--- src/rtl/mem_map_io_pkg.sv ---
// Shared register-map definitions for the memory-mapped I/O window.
package memmap;

    localparam logic [15:0] IO_BASE_DEFAULT = 16'hFF00;

    typedef enum logic [2:0] {
        IoLed     = 3'd0,
        IoSw      = 3'd1,
        IoCount   = 3'd2,
        IoCompare = 3'd3,
        IoCtrl    = 3'd4,
        IoStatus  = 3'd5
    } io_reg_t;

    localparam int CTRL_TEN = 0;
    localparam int CTRL_IEN = 1;

endpackage

--- src/rtl/mem_map_io_timer.sv ---
// Prescaled 16-bit up-counter with compare-match flag; CPU loads beat timer updates.
module io_timer #(
    parameter int PRESCALE_DIV = 16
) (
    input  logic        Clock,
    input  logic        nReset,
    input  logic        enable,
    input  logic [15:0] wdata,
    input  logic        count_load,
    input  logic        compare_load,
    input  logic        status_clear,
    output logic [15:0] count,
    output logic [15:0] compare,
    output logic        flag
);

    localparam int PW = (PRESCALE_DIV > 1) ? $clog2(PRESCALE_DIV) : 1;
    localparam logic [PW-1:0] PRESC_LAST = PW'(PRESCALE_DIV - 1);

    logic [PW-1:0] presc_reg;
    logic [15:0]   count_reg;
    logic [15:0]   compare_reg;
    logic          flag_reg;
    logic          tick;
    logic          match;

    assign tick  = enable && (presc_reg == PRESC_LAST);
    assign match = (count_reg == compare_reg);

    always_ff @(posedge Clock or negedge nReset) begin
        if (!nReset) begin
            presc_reg   <= '0;
            count_reg   <= '0;
            compare_reg <= '0;
            flag_reg    <= 1'b0;
        end else begin
            if (enable)
                presc_reg <= tick ? '0 : presc_reg + 1'b1;

            if (count_load)
                count_reg <= wdata;
            else if (tick)
                count_reg <= match ? 16'h0000 : count_reg + 16'h0001;

            if (compare_load)
                compare_reg <= wdata;

            // A match tick setting the flag outranks a simultaneous clear
            if (tick && match)
                flag_reg <= 1'b1;
            else if (status_clear)
                flag_reg <= 1'b0;
        end
    end

    assign count   = count_reg;
    assign compare = compare_reg;
    assign flag    = flag_reg;

endmodule

--- src/rtl/mem_map_io.sv ---
// SysBus I/O window: address latch, decode, LED/switch/timer registers and zero-latency read mux.
module mem_map_io
    import memmap::*;
#(
    parameter logic [15:0] IO_BASE      = IO_BASE_DEFAULT,
    parameter int          PRESCALE_DIV = 16
) (
    input  logic        Clock,
    input  logic        nReset,
    input  logic [15:0] SysBus,
    input  logic        ALE,
    input  logic        nOE,
    input  logic        nWE,
    output logic [15:0] DataOut,
    output logic        DataOutEn,
    input  logic [15:0] Switches,
    output logic [15:0] Leds,
    output logic        Irq
);

    logic [15:0] addr_q;
    logic        nwe_q;
    logic [15:0] leds_reg;
    logic [1:0]  ctrl_reg;
    logic [15:0] sw_meta;
    logic [15:0] sw_sync;
    logic        io_sel;
    logic [2:0]  off;
    logic        wr;
    logic [15:0] rdata;
    logic [15:0] count;
    logic [15:0] compare;
    logic        flag;

    assign io_sel = (addr_q[15:3] == IO_BASE[15:3]);
    assign off    = addr_q[2:0];
    // Only the first cycle of each nWE-low period writes; nOE low too marks a non-memory cycle
    assign wr     = io_sel && !nWE && nOE && nwe_q;

    always_ff @(posedge Clock or negedge nReset) begin
        if (!nReset) begin
            addr_q   <= '0;
            nwe_q    <= 1'b0;
            leds_reg <= '0;
            ctrl_reg <= '0;
            sw_meta  <= '0;
            sw_sync  <= '0;
        end else begin
            if (ALE)
                addr_q <= SysBus;
            nwe_q   <= nWE;
            sw_meta <= Switches;
            sw_sync <= sw_meta;
            if (wr && off == 3'(IoLed))
                leds_reg <= SysBus;
            if (wr && off == 3'(IoCtrl))
                ctrl_reg <= SysBus[1:0];
        end
    end

    io_timer #(
        .PRESCALE_DIV(PRESCALE_DIV)
    ) u_timer (
        .Clock        (Clock),
        .nReset       (nReset),
        .enable       (ctrl_reg[CTRL_TEN]),
        .wdata        (SysBus),
        .count_load   (wr && off == 3'(IoCount)),
        .compare_load (wr && off == 3'(IoCompare)),
        .status_clear (wr && off == 3'(IoStatus) && SysBus[0]),
        .count        (count),
        .compare      (compare),
        .flag         (flag)
    );

    always_comb begin
        rdata = '0;
        case (off)
            3'(IoLed):     rdata = leds_reg;
            3'(IoSw):      rdata = sw_sync;
            3'(IoCount):   rdata = count;
            3'(IoCompare): rdata = compare;
            3'(IoCtrl):    rdata = {14'h0000, ctrl_reg};
            3'(IoStatus):  rdata = {15'h0000, flag};
            default:       rdata = '0;
        endcase
    end

    assign DataOutEn = io_sel && !nOE && nWE;
    assign DataOut   = DataOutEn ? rdata : 16'h0000;
    assign Leds      = leds_reg;
    assign Irq       = flag && ctrl_reg[CTRL_IEN];

endmodule

--- config.mk ---
export PLATFORM = sky130hd
export DESIGN_NAME = mem_map_io
export DESIGN_NICKNAME = d
export VERILOG_FILES = /design/src/rtl/mem_map_io_pkg.sv /design/src/rtl/mem_map_io_timer.sv /design/src/rtl/mem_map_io.sv
export SDC_FILE = /design/constraint.sdc
export NUM_CORES = 1
export LEC_CHECK = 0
export ABC_AREA = 1
export BUFFER_PORTS_ARGS = -buffer_cell sky130_fd_sc_hd__buf_4
export CORE_UTILIZATION = 58
export CTS_CLUSTER_SIZE = 16
export DETAILED_ROUTE_END_ITERATION = 6
export PLACE_DENSITY = 0.8
export SYNTH_ARGS = -nofsm -noshare
export SYNTH_HDL_FRONTEND = slang
export SYNTH_HIERARCHICAL = 1
export SYNTH_SLANG_ARGS = --single-unit
--- constraint.sdc ---
create_clock -name Clock -period 2.4 [get_ports Clock]
set_input_delay 0.24 -clock Clock [delete_from_list [all_inputs] [get_ports Clock]]
set_output_delay 0.24 -clock Clock [all_outputs]
set_load 0.01 [all_outputs]
==> flow_summary.ini, run 1 <==
[routing]
routed_wl_mm = 13.7
via_count = 4726
number_of_detailed_route_iterations_in_the_first_pass = 5
final_antenna_net_count = 0
drc_errors = 0
detail_route.vias_per_cell = 5.53
wire_per_inst_um = 16.0
drt-initial-drc-count = 354

[synth]
netlist_top_cells_area = dfrtp_1 (50%), nand2_1 (15%), inv_1 (6.1%), o21ai_0 (5.8%), nor2_1 (4.1%)
synthTopCellsByCount = nand2_1 (204), dfrtp_1 (104), inv_1 (85), o21ai_0 (61), nor2_1 (57)
yosysWarnings = 6
synth_area_per_cell_sq_um = 8.03
ys_types = 31
portion_of_synthesized_cell_area_occupied_by_the_leading_cell_type_pct = 49.8
synth.net_count = 690
async_flop_share_pct = 100
synth_top_flop_cell = dfrtp_1
synth.ff_latch_count = 104
synth-seq-area-share_pct = 49.8
synth.most_common_cell = nand2_1
syn_inst = 651
syn_area_sq_um = 5230
synth.largest_area_cell = dfrtp_1
synth_enable_flop_cells = 0

[place]
numPlacedInstances = 820
preCtsSetupSlack_ns = 0.509
rd_place_congestion = 0.937
dp_hpwl_mm = 9.78
place.port_buffers = 70

[cells_and_area]
total_inserted_antenna_cells = 0
layout-area-overhead-vs-synth_pct = 19.8
layout_cells_excl_fill = 854
final_net_count = 780
post-route-util_pct = 71.8
drive_above_1_share_pct = 19.2

[clock_network]
postCtsSetupRepairBufs = 0
cts-htree-levels = 3
clock-sinks = 104
clk_pin_slew_ns = 0.11
clock_tree.buffer_depth = 2
numCtsBuffers = 9
cts-root-buf = clkbuf_8
tritoncts_clock_tree = done
clock_latency_ns = 0.38

[timing]
setup_tns_ns = 0
hold_viol_final = 0
clock_skew_ns = 0.0187
slew_at_the_pin_closest_to_its_max_slew_limit_ns = 0.654
timing.fmax_ghz = 0.442
report.final.slew_viol_count = 0
final_clock_period_utilization_by_the_worst_path_pct = 94.4
setup_ws_ns = 0.135
finalCriticalPeriod_ns = 2.26
holdWs_ns = 0.121
grt_setup_unrepaired = no
worst_rel_slew_slack_pct = 56.4
timing.final.setup_violations = 0

[setup_path]
critical_path_peak_fanout = 32
start_kind = flip-flop
reg2reg_setup_slack_ns = 0.45
worst-endpoint-arrival_ns = 2.02
timing.critical_path.to_type = primary output
r2r_cell_count = 8
regToRegStartpoint = addr_q[2]
critPathRequiredTime_ns = 2.16
worstSetupPathType = reg -> out
r2r-end = u_timer/count[2]

[pwr]
pd_cells_nw_per_um2 = 512
peakVddDrop_mv = 0.326
power.leakage_uw = 0.00323

[hold_path]
worstHoldPathCells = 3
hold_start = SysBus[5]
min_path_type = in -> reg
hold-path-endpoint = u_timer/compare[5]

[floorplanning]
die-width_um = 96.9
die_footprint_sq_um = 9390
ioPinCount = 71
die_height_um = 96.9
core_region_area_sq_um = 8720
row_count = 34
initial_core_util_pct = 59.9

[global_route]
grt_first_pass_wirelength_mm = 22.2
overflow = 0
grt_start_max_net_pins = 53
grt_pass1_vias = 4456
antenna_found_initial = 0
total_track_usage_pct = 30.2

[job]
maxCapViolCount = 0

[status]
outcome = complete, no violations
metrics by stage:
step	power, uW	instance area, sq um
after floorplan	1980	5230
after global placement	2130	5890
after detailed placement	2130	5890
after CTS	3230	6260
after global routing	3330	6260
final	3200	6260
cell families after synthesis:
logic type | count (synthesis) | share of synthesized area [%]
AOI/OAI and AO/OA | 84 | 9.51
muxes | 9 | 1.94
buffers and inverters | 113 | 8.64
DFF | 104 | 49.8
adders and majority gates | 2 | 0.479
xor gates and xnor gates | 6 | 1.01
and+or+nand+nor | 333 | 28.6
how the worst max path moves through the flow:
| stage | slack [ns] | end | from | cells after the start |
|---|---|---|---|---|
| final | 0.14 | DataOut[12] | addr_q[1] | 7 |
| after global routing | 0.006 | DataOut[12] | addr_q[1] | 7 |
| after CTS | 0.11 | DataOut[11] | addr_q[4] | 10 |
| after detailed placement | 0.51 | u_timer/count[2] | addr_q[2] | 8 |
| after global placement | 0.57 | u_timer/count[12] | addr_q[2] | 8 |
| after floorplan | 0.45 | u_timer/count[10] | addr_q[2] | 10 |
report_power, final:
part | switching, uW | internal [uW] | leakage (uW)
sequential | 35.8 | 1800 | 0.00126
combinational | 171 | 115 | 0.00188
clock | 670 | 406 | 0.0000961
cell usage in the layout, fill, tap and decap left out, types with 2 or more instances in the layout:
| cell | n |
|---|---|
| o21ai_0 | 61 |
| mux2_2 | 9 |
| nand3_1 | 20 |
| inv_1 | 85 |
| dfrtp_1 | 104 |
| nand4_1 | 28 |
| o21bai_2 | 10 |
| clkbuf_8 | 9 |
| ha_1 | 2 |
| nand2_4 | 2 |
| nand2_1 | 204 |
| nor2_4 | 4 |
| nor3_4 | 3 |
| nor2_2 | 3 |
| o22ai_1 | 9 |
| clkinv_4 | 2 |
| buf_4 | 82 |
| inv_6 | 2 |
| xor2_1 | 5 |
| dlygate4sd3_1 | 18 |
| nor2_1 | 57 |
| inv_2 | 6 |
| nor3_1 | 2 |
| a21oi_1 | 3 |
| nand2_2 | 4 |
routing by layer:
layer / wire (um) / track usage, % / up-vias
li1: - / - / 2234
met1: 5770 / 43.8 / 2242
met2: 6420 / 45.9 / 228
met3: 1250 / 6.43 / 22
met4: 248 / 8.73 / 0
met5: 0 / 0 / -
final cells by class:
type / count / area, sq um
multi-input cells: 434 / 2180
inverters: 91 / 342
clock buffers: 10 / 128
fillers: 691 / 2460
well taps: 108 / 135
flip-flops and latches: 104 / 2600
repair buffers: 101 / 816
clock inverters: 6 / 62.6
critical path: stages (launching register included):
cell	delay [ns]
dfrtp_1	0.53
nor3_4	0.25
buf_4	0.34
nand2_1	0.14
o21ai_0	0.11
nor2_1	0.06
nor2_1	0.09
buf_4	0.12
what timing repair did:
action,in CTS,in global routing
resized for setup,0,1
hold buffers,18,0
endpoints found under the hold margin,67,0
endpoints found under the setup margin,0,9
(Power assumes the default switching activity.)
==> run 2: changes to the inputs <==
==> constraint.sdc (replaced) <==
create_clock -name Clock -period 2.1 [get_ports Clock]
set_input_delay 0.21 -clock Clock [delete_from_list [all_inputs] [get_ports Clock]]
set_output_delay 0.21 -clock Clock [all_outputs]
set_load 0.01 [all_outputs]
==> flow_summary.ini, run 2 (synthesized netlist as in run 1, its figures left out) <==
[status]
outcome = complete, no violations

[timing]
report.final.slew_viol_count = 0
grt_setup_unrepaired = yes
timing.fmax_ghz = 0.485
setup_ws_ns = 0.0363
worst_rel_slew_slack_pct = 70.8
hold_viol_final = 0
slew_at_the_pin_closest_to_its_max_slew_limit_ns = 0.438
timing.final.setup_violations = 0
clock_skew_ns = 0.0125
final_clock_period_utilization_by_the_worst_path_pct = 98.3
finalCriticalPeriod_ns = 2.06

[global_route]
grt_first_pass_wirelength_mm = 23.0
grt_start_max_net_pins = 50
antenna_found_initial = 0
grt_pass1_vias = 4596
overflow = 0
total_track_usage_pct = 31.1

[setup_path]
crit_path_end = DataOut[14]
critical_path_peak_fanout = 8
start_kind = flip-flop
critical_path.startpoint = addr_q[6]
reg2reg_setup_slack_ns = 0.21
r2r_cell_count = 11
r2r-end = u_timer/count[5]
crit_path_cell_trace = inv_1 -> nand2_1 -> nor2_1 -> nand2_1 -> nor2_2 -> buf_6 -> nand3_4 -> buf_8 -> nor2_2 -> buf_4
worstSetupPathType = reg -> out
regToRegStartpoint = addr_q[6]
timing.critical_path.to_type = primary output
critPathRequiredTime_ns = 1.89
slowest_stage = dfrtp_1
cp_slowest_stage_delay_ns = 0.40
worst-endpoint-arrival_ns = 1.85

[clock_network]
cts-htree-levels = 3
cts-root-buf = clkbuf_8
tritoncts_clock_tree = done
clock_latency_ns = 0.38
clk_pin_slew_ns = 0.11
numCtsBuffers = 9
clock-sinks = 104
clock_tree.buffer_depth = 2

[floorplanning]
die-width_um = 96.9
core_region_area_sq_um = 8720
ioPinCount = 71
row_count = 34
die_footprint_sq_um = 9390
initial_core_util_pct = 59.9
die_height_um = 96.9

[cells_and_area]
drive_above_1_share_pct = 23.1
leading_cell_type_in_the_layout_fill_and_taps_excluded = nand2_1
post-route-util_pct = 74.6
total_inserted_antenna_cells = 0
fill_cells = 622
final_net_count = 793
commonest_cells_after_routing_fill_and_taps_aside = nand2_1 (203), dfrtp_1 (101), buf_4 (88)
layout-area-overhead-vs-synth_pct = 24.5

[routing]
drc_errors = 0
drt-initial-drc-count = 474
via_count = 4892
detail_route.vias_per_cell = 5.64
wire_per_inst_um = 16.6
routed_wl_mm = 14.4
final_antenna_net_count = 0
number_of_detailed_route_iterations_in_the_first_pass = 5

[pwr]
peakVddDrop_mv = 0.429
power.leakage_uw = 0.00333
pd_cells_nw_per_um2 = 593

[place]
rd_place_congestion = 0.908
preCtsSetupSlack_ns = 0.294
dp_hpwl_mm = 9.89
place.port_buffers = 70

[hold_path]
min_path_type = in -> reg

[job]
maxCapViolCount = 0
## run 2: what timing repair did
action	4_1_cts	5_1_grt
hold endpoints to repair	49	0
buffers inserted	2	7
endpoints found under the setup margin	14	17
pin swaps	1	1
resized for setup	10	22
gates cloned	0	1
hold buffers	18	0
## run 2: critical path: cells and delay by family (launching register included)
family,cells,cell delay (ns)
buffers and inverters,4,0.53
AND/OR/NAND/NOR,6,0.55
flip-flops,1,0.40
## run 2: routing by layer
metal / part of all wire, % / global-route usage, %
met5: 0 / 0
met4: 3.4 / 12.6
met3: 8.5 / 5.20
met2: 47 / 47.8
met1: 42 / 44.1
## run 2: worst min path at each step
stage | cells past startpoint | endpoint | startpoint
2_1_floorplan | 0 | Leds[0] | nReset
3_3_place_gp | 1 | sw_sync[12] | nReset
3_5_place_dp | 1 | u_timer/compare[9] | nReset
4_1_cts | 3 | u_timer/compare[6] | SysBus[6]
5_1_grt | 3 | u_timer/compare[14] | SysBus[14]
6_report | 3 | u_timer/compare[6] | SysBus[6]
## run 2: power by group
group / total, uW / switching [uW] / internal (uW)
logic: 373 / 212 / 162
registers: 2110 / 42.1 / 2060
clock network: 1380 / 789 / 591
total: 3860 / 1040 / 2820
## run 2: area by class of cell
| cell class | count | area (sq um) | share of cell area (%) |
|---|---|---|---|
| clock buffer | 9 | 124 | 1.90 |
| clock inverter | 7 | 100 | 1.54 |
| inverter | 91 | 344 | 5.29 |
| multi-input combinational | 434 | 2240 | 34.4 |
| sequential | 104 | 2610 | 40.1 |
| tap | 108 | 135 | 2.08 |
| timing repair buffer | 114 | 956 | 14.7 |
## run 2: stage by stage
step / hold WS [ns] / cell area [sq um] / TNS (ns) / std cells / total power, uW
floorplan: -0.0856 / 5230 / 0 / 651 / 2270
global placement: 0.174 / 5920 / 0 / 823 / 2430
detailed placement: 0.184 / 5920 / 0 / 823 / 2440
CTS: 0.0795 / 6370 / 0 / 859 / 3830
global route: 0.0848 / 6510 / -0.778 / 867 / 3990
finish: 0.0875 / 6510 / 0 / 867 / 3860
